==> src/rtl/core_sequencer_if.sv <==
// Handshake/status bundle between the RiscyD2 core datapath and its
// control sequencer. The sequencer attaches through the slave modport.
interface core_sequencer_if #(
  parameter int unsigned XLEN = 32
);
  logic            fetch_ready_i;
  logic            mem_req_i;
  logic            lsu_ready_i;
  logic            ex_stall_i;
  logic            trap_i;
  logic            branch_taken_i;
  logic [XLEN-1:0] branch_target_i;
  logic            halt_req_i;
  logic            step_i;

  logic [2:0]      state_o;
  logic [XLEN-1:0] pc_o;
  logic            retire_o;
  logic            halted_o;
  logic [XLEN-1:0] epc_o;
  logic [1:0]      cause_o;
  logic [63:0]     instret_o;

  modport master (
    output fetch_ready_i, mem_req_i, lsu_ready_i, ex_stall_i, trap_i,
           branch_taken_i, branch_target_i, halt_req_i, step_i,
    input  state_o, pc_o, retire_o, halted_o, epc_o, cause_o, instret_o
  );

  modport slave (
    input  fetch_ready_i, mem_req_i, lsu_ready_i, ex_stall_i, trap_i,
           branch_taken_i, branch_target_i, halt_req_i, step_i,
    output state_o, pc_o, retire_o, halted_o, epc_o, cause_o, instret_o
  );
endinterface

==> src/rtl/core_sequencer.sv <==
// Multi-cycle control sequencer for the RiscyD2 core: drives the phase
// consumed by rf/csr_rf/execute/mmio, owns the PC, handles memory wait
// states, execute stalls, trap redirect, debug halt/step and instret.
module core_sequencer #(
  parameter int unsigned   XLEN         = 32,
  parameter logic [XLEN-1:0] RESET_VECTOR = XLEN'(32'h0000_0000),
  parameter logic [XLEN-1:0] TRAP_VECTOR  = XLEN'(32'h0000_0100)
) (
  input logic            clk_i,
  input logic            rst_ni,
  core_sequencer_if.slave bus
);

  typedef enum logic [2:0] {
    FETCH      = 3'd0,
    DECODE     = 3'd1,
    EXECUTE    = 3'd2,
    EXECUTE_2  = 3'd3,
    WRITE_BACK = 3'd4,
    TRAP       = 3'd5,
    HALT       = 3'd6
  } state_t;

  typedef enum logic [1:0] {
    CAUSE_NONE     = 2'd0,
    CAUSE_TRAP     = 2'd1,
    CAUSE_MISALIGN = 2'd2
  } cause_t;

  state_t          state_q, state_d;
  logic [XLEN-1:0] pc_q, pc_d;
  logic [XLEN-1:0] epc_q, epc_d;
  cause_t          cause_q, cause_d;
  cause_t          pend_q, pend_d;
  logic [63:0]     instret_q, instret_d;
  logic            retire_q, retire_d;
  logic            halted_q, halted_d;
  logic            mem_wait;

  assign mem_wait = bus.mem_req_i && !bus.lsu_ready_i;

  // Next-state and architectural-state update for the instruction lifecycle
  always_comb begin
    state_d   = state_q;
    pc_d      = pc_q;
    epc_d     = epc_q;
    cause_d   = cause_q;
    pend_d    = pend_q;
    instret_d = instret_q;
    retire_d  = 1'b0;

    unique case (state_q)
      FETCH: begin
        if (bus.fetch_ready_i) state_d = DECODE;
      end
      DECODE: begin
        if (bus.trap_i) begin
          state_d = TRAP;
          pend_d  = CAUSE_TRAP;
        end else begin
          state_d = EXECUTE;
        end
      end
      EXECUTE: begin
        if (bus.trap_i) begin
          state_d = TRAP;
          pend_d  = CAUSE_TRAP;
        end else begin
          state_d = EXECUTE_2;
        end
      end
      EXECUTE_2: begin
        if (bus.trap_i) begin
          state_d = TRAP;
          pend_d  = CAUSE_TRAP;
        end else if (!(bus.ex_stall_i || mem_wait)) begin
          state_d = WRITE_BACK;
        end
      end
      WRITE_BACK: begin
        if (bus.branch_taken_i && (bus.branch_target_i[1:0] != 2'b00)) begin
          // Misaligned redirect: instruction does not retire, PC kept as EPC
          state_d = TRAP;
          pend_d  = CAUSE_MISALIGN;
        end else begin
          pc_d      = bus.branch_taken_i ? bus.branch_target_i : pc_q + XLEN'(4);
          retire_d  = 1'b1;
          instret_d = instret_q + 64'd1;
          state_d   = bus.halt_req_i ? HALT : FETCH;
        end
      end
      TRAP: begin
        epc_d   = pc_q;
        cause_d = pend_q;
        pc_d    = TRAP_VECTOR;
        state_d = FETCH;
      end
      HALT: begin
        if (!bus.halt_req_i || bus.step_i) state_d = FETCH;
      end
      default: begin
        state_d = FETCH;
      end
    endcase

    halted_d = (state_d == HALT);
  end

  // State and architectural registers with asynchronous reset
  always_ff @(posedge clk_i or negedge rst_ni) begin
    if (!rst_ni) begin
      state_q   <= FETCH;
      pc_q      <= RESET_VECTOR;
      epc_q     <= '0;
      cause_q   <= CAUSE_NONE;
      pend_q    <= CAUSE_NONE;
      instret_q <= '0;
      retire_q  <= 1'b0;
      halted_q  <= 1'b0;
    end else begin
      state_q   <= state_d;
      pc_q      <= pc_d;
      epc_q     <= epc_d;
      cause_q   <= cause_d;
      pend_q    <= pend_d;
      instret_q <= instret_d;
      retire_q  <= retire_d;
      halted_q  <= halted_d;
    end
  end

  assign bus.state_o   = state_q;
  assign bus.pc_o      = pc_q;
  assign bus.retire_o  = retire_q;
  assign bus.halted_o  = halted_q;
  assign bus.epc_o     = epc_q;
  assign bus.cause_o   = cause_q;
  assign bus.instret_o = instret_q;

endmodule

==> src/flat_wrapper.sv <==
// flat-port wrapper written by rule: the top's interface ports become plain ports
module core_sequencer_flat 
#(
  parameter int unsigned   XLEN         = 32,
  parameter logic [XLEN-1:0] RESET_VECTOR = XLEN'(32'h0000_0000),
  parameter logic [XLEN-1:0] TRAP_VECTOR  = XLEN'(32'h0000_0100)
)
  (clk_i, rst_ni, bus_fetch_ready_i, bus_mem_req_i, bus_lsu_ready_i, bus_ex_stall_i, bus_trap_i, bus_branch_taken_i, bus_branch_target_i, bus_halt_req_i, bus_step_i, bus_state_o, bus_pc_o, bus_retire_o, bus_halted_o, bus_epc_o, bus_cause_o, bus_instret_o);
  core_sequencer_if #(.XLEN(XLEN)) bus_i ();
  input logic clk_i;
  input logic rst_ni;
  input wire logic [$bits(bus_i.fetch_ready_i)-1:0] bus_fetch_ready_i;
  input wire logic [$bits(bus_i.mem_req_i)-1:0] bus_mem_req_i;
  input wire logic [$bits(bus_i.lsu_ready_i)-1:0] bus_lsu_ready_i;
  input wire logic [$bits(bus_i.ex_stall_i)-1:0] bus_ex_stall_i;
  input wire logic [$bits(bus_i.trap_i)-1:0] bus_trap_i;
  input wire logic [$bits(bus_i.branch_taken_i)-1:0] bus_branch_taken_i;
  input wire logic [$bits(bus_i.branch_target_i)-1:0] bus_branch_target_i;
  input wire logic [$bits(bus_i.halt_req_i)-1:0] bus_halt_req_i;
  input wire logic [$bits(bus_i.step_i)-1:0] bus_step_i;
  output wire logic [$bits(bus_i.state_o)-1:0] bus_state_o;
  output wire logic [$bits(bus_i.pc_o)-1:0] bus_pc_o;
  output wire logic [$bits(bus_i.retire_o)-1:0] bus_retire_o;
  output wire logic [$bits(bus_i.halted_o)-1:0] bus_halted_o;
  output wire logic [$bits(bus_i.epc_o)-1:0] bus_epc_o;
  output wire logic [$bits(bus_i.cause_o)-1:0] bus_cause_o;
  output wire logic [$bits(bus_i.instret_o)-1:0] bus_instret_o;
  assign bus_i.fetch_ready_i = bus_fetch_ready_i;
  assign bus_i.mem_req_i = bus_mem_req_i;
  assign bus_i.lsu_ready_i = bus_lsu_ready_i;
  assign bus_i.ex_stall_i = bus_ex_stall_i;
  assign bus_i.trap_i = bus_trap_i;
  assign bus_i.branch_taken_i = bus_branch_taken_i;
  assign bus_i.branch_target_i = bus_branch_target_i;
  assign bus_i.halt_req_i = bus_halt_req_i;
  assign bus_i.step_i = bus_step_i;
  assign bus_state_o = bus_i.state_o;
  assign bus_pc_o = bus_i.pc_o;
  assign bus_retire_o = bus_i.retire_o;
  assign bus_halted_o = bus_i.halted_o;
  assign bus_epc_o = bus_i.epc_o;
  assign bus_cause_o = bus_i.cause_o;
  assign bus_instret_o = bus_i.instret_o;
  core_sequencer #(.XLEN(XLEN), .RESET_VECTOR(RESET_VECTOR), .TRAP_VECTOR(TRAP_VECTOR)) u_core (.clk_i(clk_i), .rst_ni(rst_ni), .bus(bus_i));
endmodule
==> config.mk <==
export PLATFORM = sky130hd
export DESIGN_NAME = core_sequencer_flat
export DESIGN_NICKNAME = d
export VERILOG_FILES = /design/src/rtl/core_sequencer_if.sv /design/src/rtl/core_sequencer.sv /design/src/flat_wrapper.sv
export SDC_FILE = /design/constraint.sdc
export NUM_CORES = 1
export LEC_CHECK = 0
export CAP_MARGIN = 20
export CELL_PAD_IN_SITES_DETAIL_PLACEMENT = 1
export CELL_PAD_IN_SITES_GLOBAL_PLACEMENT = 1
export CORE_MARGIN = 4
export CORE_UTILIZATION = 35
export CTS_CLUSTER_DIAMETER = 80
export DETAILED_ROUTE_END_ITERATION = 10
export DONT_BUFFER_PORTS = 1
export GPL_ROUTABILITY_DRIVEN = 1
export PLACE_DENSITY = 0.58
export SETUP_SLACK_MARGIN = 0.1
export SYNTH_ARGS = -nofsm -noshare
export SYNTH_HDL_FRONTEND = slang
export SYNTH_SLANG_ARGS = --single-unit
==> constraint.sdc <==
create_clock -name clk_i -period 3.65 [get_ports clk_i]
set_input_delay 0.1825 -clock clk_i [delete_from_list [all_inputs] [get_ports clk_i]]
set_output_delay 0.1825 -clock clk_i [all_outputs]
set_load 0.03 [all_outputs]
**Word level (Yosys, flattened, before mapping)**

Cells that the tools add are included.

- Multiplexer cells: 17
- Bitwise logic cells: 1
- $add $sub $neg: 2
- Reductions and logical operators: 14
- Eq/ne operators: 10

Operators with widths:

| operator | number |
|---|---|
| $add 64x1->64 const B | 1 |
| $mux 32 | 2 |
| $pmux 32 s2 | 1 |
| $add 32x3->32 const B | 1 |
| $mux 3 | 8 |
| $pmux 3 s6 | 1 |
| $eq 3x3->1 const B | 4 |
| $eq 3x2->1 const B | 2 |
| $reduce_bool 2->1 | 3 |
| $mux 2 | 2 |
| $ne 2x1->1 const B | 2 |
| $pmux 2 s2 | 1 |
| $reduce_and 2->1 | 2 |
| $eq 3x1->1 const B | 1 |
| $logic_not 3->1 | 1 |
| $reduce_and 3->1 | 1 |
| $reduce_or 3->1 | 1 |
| $logic_and 1x1->1 | 2 |
| $logic_not 1->1 | 2 |
| $logic_or 1x1->1 | 2 |
| $mux 1 | 2 |
| $ne 2x2->1 const B | 1 |
| $not 1->1 | 1 |

- Word-level logic and storage cells: 52
- Input bits: 42
- Register bits: 137

**Longest topological paths before layout**

Gate-level depths: netlist of run 1.

- Word-level depth: 7
- Gate-level depth with buffers: 8
- Gate-level depth less buffers: 6

**Worst setup path after synthesis of run 1**

OpenSTA, ideal clock, no wires.

- Path kind: register -> register
- Start point: register u_core.instret_q[0] (netlist: u_core.bus.instret_o[0])
- End point: register u_core.instret_q[62] (netlist: u_core.bus.instret_o[62])
- Period minus slack after synthesis: 2.155 ns
- Cell stages (with the launch flop): 7
- Required time: 3.517 ns
- Slack: 1.495 ns
- Buffers on the path: 0
- Data arrival time: 2.022 ns
- Cell sequence: dfrtp_1 > ha_1 > and4_1 > and3_1 > nand4_2 > or3_1 > xnor2_1

- Longest elaborated chain between the ends: 1

Ends and longest elaborated chain:

| item | RTL line | text |
|---|---|---|
| start, declared | core_sequencer.sv:35 | `logic [63:0] instret_q, instret_d;` |
| start signal, assigned | core_sequencer.sv:126 | `instret_q <= instret_d;` |
| $add 64x1->64 | core_sequencer.sv:88 | `instret_d = instret_q + 64'd1;` |

No other way between the ends.
A chain may end at the register's enable or synchronous reset.

**Worst setup path after layout of run 1**

Ends and elaborated chain as after synthesis.

==> flow_summary.yaml, run 1 <==
grt:
  grt_antenna_before_repair: 0
  grt_pass1_wl_um: 32800
  grt_overflow: 0
  grt_max_degree: 138
  grt_usage_pct: 19.1
  grt_pass1_vias: 5615
cts:
  cts-htree-levels: 4
  cts_max_path_buffers: 2
  clock-sinks: 137
  cts_tree: "built"
  cts.clk_slew.worst_paths_ns: 0.06
  clk-insertion-delay-late_ns: 0.42
  numCtsBuffers: 17
  cts_setup_buffers: 0
  clockRootBuffer: "clkbuf_16"
pwr:
  ir_drop_mv: 0.368
  powerDensity_mw_per_mm2: 733
  power_uw: 5810
  p_leak_uw: 0.00357
route:
  wirelength_um: 20400
  routedWlPerCell_um: 21.9
  vias_per_cell: 5.53
  antenna_left: 0
  vias: 5133
  drt_iter0_drc: 181
  first_pass_iters: 6
  drc: 0
final_layout:
  layout-drive-gt1-share_pct: 15.1
  final_core_util_pct: 41.8
  stdcell_count: 929
  n_antenna_cell: 0
  post-route-cell-area_sq_mm: 0.00793
  syn_to_final_growth_pct: 16.3
  nNetsFinal: 702
place:
  place.gp.congestion: 0.798
  placed_cells: 874
  portBuffers: 0
  dpl_cell_area_sq_mm: 0.00708
  dp_hpwl_um: 14300
floorplanning:
  pin_count: 177
  dieArea_sq_mm: 0.0218
  placementRows: 50
  fp.dieH_um: 148
  start_util_pct: 36.0
  die_x_um: 148
  core_sq_mm: 0.0190
yosys:
  synth-seq-area-share_pct: 50.3
  synth_edf_count: 0
  synth_cell_types: 62
  synthArstFlopShare_pct: 100
  syn_area_sq_mm: 0.00682
  ys_ff_latch: 137
  avgSynthCellArea_sq_um: 10.8
  yosys_warnings: 0
  netlist_instances: 634
  syn_nets: 678
  synth_ff_type: "dfrtp_1"
worst_setup_path:
  crit_end: "u_core.bus.instret_o[62]"
  arrival_ns: 2.82
  reg2reg_depth: 6
  startpoint_type: "flip-flop"
  crit_path_end_kind: "flip-flop"
  worstSetupPathType: "reg2reg"
  timing.rr.end: "u_core.bus.instret_o[62]"
  rrSetupSlack_ns: 1.12
  cp_max_fo: 8
  worstReg2RegStart: "u_core.bus.instret_o[0]"
  critPathLaunch: "u_core.bus.instret_o[0]"
  cp.required_ns: 3.93
timing:
  setup_viol: 0
  period_minus_slack_ns: 2.53
  fin_worst_skew_ns: 0.0136
  setup_tns_ns: 0
  rsz0062_at_grt: "no"
  max-slew-margin-rel_pct: 38.8
  slew_violations: 0
  worst_pin_slew_ns: 0.914
  hold_viol: 0
  period_share_pct: 69.4
  max_freq_mhz: 395
run_status:
  status: "completed"
min_path:
  hold_start: "bus_branch_target_i[7]"
  hp-class: "in2reg"
job:
  maxCapViolCount: 0
==> cells in the mapped netlist, drive strengths merged (3+ instances only) <==
library cell	n	area, sq um
a221o	3	30.0
or4b	3	30.0
nor2	31	116
xor2	39	342
o211ai	4	30.0
a22o	4	35.0
a31oi	12	75.1
nand4	30	243
o21ai	35	175
inv	18	67.6
nand3	44	245
buf	13	86.3
nand2	52	203
nor3	27	166
xnor2	32	280
a32oi	5	43.8
a21oi	11	55.1
and2	3	18.8
nor4	15	174
dfrtp	137	3430
and4	7	61.3
clkbuf	14	52.6
a22oi	6	45.0
mux2	32	360
and3	12	80.1
nor2b	3	18.8
a21o	7	52.6
or3	5	31.3
==> flip-flops by register name, summed over array words and instances, names as in the netlist <==
name and flops:
u_core.bus.instret_o 64, u_core.bus.cause_o 2, u_core.bus.pc_o 32, u_core.bus.retire_o 1
u_core.bus.state_o 3, u_core.bus.halted_o 1, u_core.pend_q 2, u_core.bus.epc_o 32
==> cell usage in the layout, fill, tap and decap left out, types with 3 or more instances in the layout <==
cell / count
a221o_1: 3
xor2_1: 39
a22o_1: 4
o211ai_1: 4
dlygate4sd3_1: 24
clkbuf_16: 17
nor4_1: 5
nand2_1: 50
and4_1: 7
a31oi_1: 12
nor2_1: 31
o21ai_0: 33
or4b_1: 3
nor3_1: 22
nor4_2: 8
clkbuf_8: 4
nor3_2: 4
a22oi_1: 6
nor2b_1: 3
a21oi_1: 11
xnor2_1: 32
nand4_2: 4
nand4_1: 24
a21o_1: 7
or3_1: 5
dfrtp_1: 137
a32oi_1: 5
and3_1: 11
inv_1: 18
nand3_1: 42
buf_4: 7
mux2_2: 32
clkinv_2: 4
==> where the power goes <==
part | switching, uW | total [uW] | internal [uW]
Clock | 641 | 1710 | 1070
Sequential | 1170 | 3010 | 1840
Combinational | 581 | 1090 | 508
Total | 2390 | 5810 | 3420
==> stage by stage <==
step,setup slack (ns),hold slack (ns)
floorplan,1.49,-0.113
global placement,1.22,-0.107
detailed placement,1.10,-0.108
CTS,1.08,0.00350
global route,0.960,0.00673
finish,1.12,0.0151
==> repair_timing <==
item	CTS	global route
endpoints found under the hold margin	167	0
hold buffers	25	0
gates resized for setup	0	0
==> layout make-up <==
class                      instances  area, sq um
clock inverter                     8         95.1
sequential                       137         3430
tap                              260          325
fill                            2083        11000
clock buffer                      22          484
timing repair buffer              32          320
multi-input combinational        452         3210
inverter                          18         67.6
==> cell families after synthesis <==
| family | count (synthesis) | synth area share, % |
|---|---|---|
| simple gates | 246 | 22.2 |
| fa+ha+maj | 2 | 0.367 |
| flops | 137 | 50.3 |
| xor+xnor | 71 | 9.12 |
| compound gates | 99 | 9.36 |
| buf+inv | 45 | 3.03 |
| mux | 34 | 5.58 |
==> how the worst min path moves through the flow <==
stage / endpoint / slack, ns / cells past startpoint
after floorplan: u_core.bus.cause_o[0] / -0.11 / 0
after global placement: u_core.bus.instret_o[23] / -0.11 / 0
after detailed placement: u_core.bus.instret_o[23] / -0.11 / 0
after CTS: u_core.bus.pc_o[7] / 0.003 / 3
after global routing: u_core.bus.pc_o[7] / 0.007 / 3
final: u_core.bus.pc_o[7] / 0.02 / 3
==> routing by layer <==
layer,global-route usage [%],vias up,wire [um]
met4,5.41,0,272
met1,22.1,2631,8050
met3,6.74,19,1480
met5,0,-,0
met2,33.5,137,10600
li1,-,2346,-
==> critical path, cell delays in order (launching register included) <==
cell and delay, ns:
dfrtp_1 0.63, ha_1 0.30, and4_1 0.30, and3_1 0.31, nand4_2 0.28, or3_1 0.44, xnor2_1 0.14
Note: power is estimated with default switching activity, not from simulation.
==> run 2, diff against run 1 <==
ABC_AREA = 1   (was not set)
PLACE_DENSITY = 0.62   (was 0.58)
clock period = 2.5 ns   (was 3.65 ns; I/O delays follow)
==> run 2 against run 1 <==
  * Flip-flop and latch count did not move
  * Highest routed layer unchanged
  * Core utilization rose by 1.8 points
  * Combinational power rose by 67%
  * Via count rose by 39%
  * Die area rose by 11%
  * Clock skew fell by 0.0018 ns
  * The flow now finishes with violations (negative hold slack)
  * Sequential share of layout area fell by 6.2 points
  * Sequential power rose by 29%
  * Wire length rose by 36%
  * Non-clock buffer count rose by 55
  * Maximum frequency rose by 22%
==> flow_summary.yaml, run 2 <==
route:
  routedWlPerCell_um: 19.7
  drt_iter0_drc: 364
  wirelength_um: 27600
  drc: 0
  antenna_left: 0
  vias: 7133
  vias_per_cell: 5.07
  first_pass_iters: 5
timing:
  setup_tns_ns: 0
  setup_viol: 0
  period_share_pct: 82.9
  hold_viol: 137
  max-slew-margin-rel_pct: 62.4
  whs_ns: -0.606
  worst_pin_slew_ns: 0.563
  period_minus_slack_ns: 2.07
  rsz0062_at_grt: "no"
  max_freq_mhz: 483
  slew_violations: 0
  fin_worst_skew_ns: 0.0117
cts:
  cts_resized: 0
  cts_setup_buffers: 0
  ctsHoldBuffers: 42
  cts-htree-levels: 4
  cts_tree: "built"
  clock-sinks: 137
  clockRootBuffer: "clkbuf_16"
  clk-insertion-delay-late_ns: 0.43
  cts.clk_slew.worst_paths_ns: 0.07
  numCtsBuffers: 17
  cts_max_path_buffers: 2
grt:
  grt_overflow: 0
  grt_pass1_wl_um: 43800
  grt_antenna_before_repair: 1
  grt_usage_pct: 23.2
  grt_max_degree: 138
  grt_pass1_vias: 7688
worst_setup_path:
  reg2reg_depth: 9
  rrSetupSlack_ns: 0.43
  critPathLaunch: "u_core.bus.instret_o[1]"
  cp_max_fo: 6
  startpoint_type: "flip-flop"
  crit_end: "u_core.bus.instret_o[40]"
  worstSetupPathType: "reg2reg"
  timing.rr.end: "u_core.bus.instret_o[40]"
  arrival_ns: 2.37
  crit_path_end_kind: "flip-flop"
  cp.required_ns: 2.80
  worstReg2RegStart: "u_core.bus.instret_o[1]"
yosys:
  synth_ff_type: "dfrtp_1"
  yosysTopAreaCell: "dfrtp_1"
  yosys.area.top_type_share_pct: 45.0
  synth-seq-area-share_pct: 45.0
  synth_cell_types: 33
  syn_area_sq_mm: 0.00762
  netlist_instances: 1030
  yosys-top-cells-area: "dfrtp_1 (45%), nand2_1 (15%), nor2_1 (7.5%), inv_1 (5.3%), nand3_1 (4.2%)"
  ys_ff_latch: 137
  synth_common_cells: "nand2_1 (313), nor2_1 (152), dfrtp_1 (137), inv_1 (107), nand3_1 (64)"
  synthArstFlopShare_pct: 100
  avgSynthCellArea_sq_um: 7.40
  synth_edf_count: 0
  yosys_warnings: 0
  yosysMostFrequentCell: "nand2_1"
  syn_nets: 1074
min_path:
  hp-class: "in2async"
floorplanning:
  placementRows: 53
  core_sq_mm: 0.0212
  dieArea_sq_mm: 0.0242
  pin_count: 177
  die_x_um: 156
  fp.dieH_um: 156
  start_util_pct: 35.9
final_layout:
  nNetsFinal: 1161
  syn_to_final_growth_pct: 21.6
  final_cell_mix: "nand2_1 (313), nor2_1 (152), dfrtp_1 (137), inv_1 (107), nand3_1 (63)"
  largest_reg_flops: 64
  mostFrequentLayoutCell: "nand2_1"
  fill_cells: 2664
  layout-drive-gt1-share_pct: 10.6
place:
  portBuffers: 0
  dp_hpwl_um: 20900
  place.gp.congestion: 0.826
pwr:
  p_int_uw: 4990
  power_frac_clock_pct: 32.6
  powerDensity_mw_per_mm2: 915
  p_leak_uw: 0.00409
  ir_drop_mv: 0.482
  p_comb_share_pct: 21.5
  seq_power_share_pct: 45.8
  p_sw_uw: 3490
  sw_frac_of_total_pct: 41.1
job:
  maxCapViolCount: 0
run_status:
  status: "complete, but fails checks"
  failed_checks: "negative hold slack"
run 2: layout make-up:
cell class | count | area, sq um | area share [%]
Tap cell | 275 | 344 | 3.71
Sequential cell | 137 | 3430 | 37.0
Multi-Input combinational cell | 765 | 3680 | 39.8
Clock inverter | 14 | 195 | 2.11
Antenna cell | 1 | 2.50 | 0.0270
Clock buffer | 18 | 429 | 4.63
Inverter | 109 | 409 | 4.42
Timing Repair Buffer | 87 | 771 | 8.32
run 2: per-stage QoR:
| stage | util [%] | instance area [sq um] | setup WS (ns) | total power [uW] | instances |
|---|---|---|---|---|---|
| floorplan | - | 7620 | 0.705 | 4980 | 1030 |
| CTS | 43.6 | 9260 | 0.396 | 8540 | 1405 |
| finish | 43.7 | 9260 | 0.428 | 8470 | 1406 |
| global route | 43.7 | 9260 | 0.224 | 8920 | 1406 |
| detailed placement | 38.7 | 8220 | 0.410 | 5690 | 1331 |
| global placement | 38.7 | 8220 | 0.460 | 5630 | 1331 |
run 2: worst min path at each step:
stage,end,cells past startpoint,slack (ns),from
floorplan,u_core.bus.cause_o[0],0,-0.17,rst_ni
global placement,u_core.bus.epc_o[1],0,-0.17,rst_ni
detailed placement,u_core.bus.epc_o[1],0,-0.16,rst_ni
CTS,u_core.bus.epc_o[1],0,-0.62,rst_ni
global route,u_core.bus.epc_o[1],0,-0.64,rst_ni
finish,u_core.bus.epc_o[1],0,-0.61,rst_ni
run 2: power by group through the flow:
stage | sequential, uW | combinational (uW) | clock, uW
2_1_floorplan | 3980 | 997 | 0
3_3_place_gp | 3920 | 1710 | 0
3_5_place_dp | 3930 | 1760 | 0
4_1_cts | 3890 | 1840 | 2810
5_1_grt | 3960 | 2060 | 2900
6_report | 3880 | 1820 | 2760
run 2: cells by family (layout without fill, tap and decap cells):
group | count (synthesis) | in the layout | share of synthesized area, %
AO/OA/AOI/OAI | 98 | 98 | 7.04
XOR/XNOR | 45 | 45 | 5.17
adder cells (fa/ha/maj) | 2 | 2 | 0.328
buffers and inverters | 128 | 228 | 6.73
flip-flops | 137 | 137 | 45.0
other | 0 | 1 | 0
AND/OR/NAND/NOR | 620 | 620 | 35.7
run 2: critical path: stages (launching register included):
cell and delay [ns]:
dfrtp_1 0.57, ha_1 0.29, inv_1 0.07, nor2_2 0.18, nand2_2 0.12, nor2_4 0.21
nand2_2 0.11, nor2_4 0.17, nand2_1 0.09, xnor2_1 0.13
run 2: per-layer routing:
metal | track usage (%) | routed length (um)
met1 | 27.3 | 11400
met5 | 0 | 0
met4 | 5.25 | 325
met2 | 42.6 | 14500
met3 | 5.74 | 1410
==> run 3, diff against run 2 <==
PLACE_DENSITY = 0.64   (was 0.62)
clock period = 1.7 ns   (was 2.5 ns; I/O delays follow)
==> run 3 against run 2 <==
  * The flow still finishes with violations (negative hold slack)
  * Final cell count increased by 12%
  * Critical endpoint unchanged
  * Largest cell class unchanged
  * Clock skew about the same
  * First-iteration DRC count increased by 10%
  * Die area unchanged
  * Highest routed layer is now met5
==> flow_summary.yaml, run 3 (same netlist as run 2, synthesis figures left out) <==
run_status:
  failed_checks: "negative hold slack"
  status: "complete, but fails checks"
timing:
  rsz0062_at_grt: "yes"
  setup_viol: 0
  max-slew-margin-rel_pct: 69.3
  period_minus_slack_ns: 1.68
  slew_violations: 0
  hold_viol: 140
  worst_pin_slew_ns: 0.459
  whs_ns: -0.653
  period_share_pct: 98.7
  max_freq_mhz: 596
  fin_worst_skew_ns: 0.0121
grt:
  grt_max_degree: 138
  grt_usage_pct: 24.4
  grt_pass1_vias: 8497
  grt_overflow: 0
  grt_pass1_wl_um: 46600
  grt_antenna_before_repair: 1
route:
  vias_per_cell: 5.12
  wirelength_um: 30600
  drc: 0
  first_pass_iters: 5
  drt_iter0_drc: 402
  antenna_left: 0
  routedWlPerCell_um: 19.5
  vias: 8030
pwr:
  power_uw: 13500
  ir_drop_mv: 0.699
  powerDensity_mw_per_mm2: 1200
  p_leak_uw: 0.00514
floorplanning:
  die_x_um: 156
  core_sq_mm: 0.0212
  pin_count: 177
  fp.dieH_um: 156
  dieArea_sq_mm: 0.0242
  placementRows: 53
  start_util_pct: 35.9
final_layout:
  syn_to_final_growth_pct: 47.1
  layout-drive-gt1-share_pct: 33.9
  n_antenna_cell: 0
  nNetsFinal: 1324
  largest_reg_flops: 64
  mostFrequentLayoutCell: "nand2_1"
  final_cell_mix: "nand2_1 (270), buf_4 (192), nor2_1 (108), dfrtp_1 (101), inv_1 (100)"
  stdcell_count: 1568
worst_setup_path:
  slowest_delay_ns: 0.45
  cp.required_ns: 2.01
  rrSetupSlack_ns: 0.02
  arrival_ns: 1.99
  path_common_cell: "nor2_4"
  startpoint_type: "flip-flop"
  worstSetupPathType: "reg2reg"
  cp_cell_sequence: "inv_2 > nand2_2 > nor2_4 > nand2_4 > buf_6 > nor2_4 > nand2_4 > nor2_4 > nand2_2 > xnor2_1"
  crit_path_end_kind: "flip-flop"
  cp_max_fo: 5
  crit_path_top_delay_cell: "dfrtp_2"
place:
  placed_cells: 1451
  place.gp.congestion: 0.872
  portBuffers: 0
  dp_hpwl_um: 21900
cts:
  numCtsBuffers: 17
  clock-sinks: 137
  cts_tree: "built"
  cts.clk_slew.worst_paths_ns: 0.06
  cts-htree-levels: 4
  clockRootBuffer: "clkbuf_16"
  clk-insertion-delay-late_ns: 0.44
  cts_max_path_buffers: 2
job:
  maxCapViolCount: 0
min_path:
  hp-class: "in2async"
==> run 3: cell types whose count changed in the layout (fill, tap and decap cells not counted), moves of 14 or more <==
cell	change
nor2_4	+24
nor2_1	-44
dfrtp_2	+36
nor2_2	+20
buf_6	+16
nand2_1	-43
nand2_2	+28
buf_4	+148
dfrtp_1	-36
nand2_4	+14
==> run 3: through the flow <==
stage | setup TNS [ns] | area, sq um | util, % | setup WS (ns)
after detailed placement | -0.432 | 9180 | 43.2 | -0.0876
after global routing | -1.05 | 11200 | 52.8 | -0.0793
final | 0 | 11200 | 52.8 | 0.0213
after CTS | 0 | 10500 | 49.4 | 0.0304
after global placement | -0.0644 | 9180 | 43.2 | -0.0411
after floorplan | 0 | 7670 | - | 0.100
==> run 3: worst max-delay path: cells and delay by family (launching register included) <==
| family | cells | cell delay (ns) |
|---|---|---|
| and+or+nand+nor | 7 | 0.76 |
| xor gates and xnor gates | 1 | 0.12 |
| buffers and inverters | 2 | 0.22 |
| DFF | 1 | 0.45 |
==> run 3: power by group <==
part / internal [uW] / leakage, uW / switching [uW]
logic: 1600 / 0.00306 / 2600
clock network: 2360 / 0.000292 / 1580
registers: 3960 / 0.00179 / 1390
total: 7930 / 0.00514 / 5570
==> run 3: repair_timing <==
action | CTS | global route
endpoints found under the hold margin | 173 | 145
hold buffers | 29 | 8
setup endpoints to repair | 52 | 75
gates cloned | 1 | 0
setup buffers | 19 | 32
gates resized for setup | 65 | 140
pin swaps | 26 | 56
==> run 3: cell type report <==
| cell class | count | area, sq um |
|---|---|---|
| clock buffer | 20 | 447 |
| clock inverter | 12 | 163 |
| fill | 2576 | 10000 |
| inverter | 109 | 422 |
| multi-input combinational | 765 | 4260 |
| sequential | 137 | 3470 |
| tap | 275 | 344 |
| timing repair buffer | 250 | 2100 |
==> run 3: final timing paths <==
check                                                end               startpoint  depth (start not counted)
worst max-delay path            u_core.bus.instret_o[40]    u_core.bus.state_o[0]                         10
worst min-delay path                  u_core.bus.pc_o[0]                   rst_ni                          0
worst max register to register  u_core.bus.instret_o[40]    u_core.bus.state_o[0]                         10
worst min register to register     u_core.bus.cause_o[0]         u_core.pend_q[0]                          2
max in group asynchronous            u_core.bus.pc_o[14]                   rst_ni                          0
min in group clk_i                   u_core.bus.pc_o[11]  bus_branch_target_i[11]                          4
==> run 3: layer usage <==
metal  GRT usage, %  vias to the layer above  wire length (um)
met5              0                        -                13
met4           7.46                        2               567
met3           4.85                       40              1410
met2           43.6                      194             16200
met1           29.5                     3998             12400
li1               -                     3796                 -
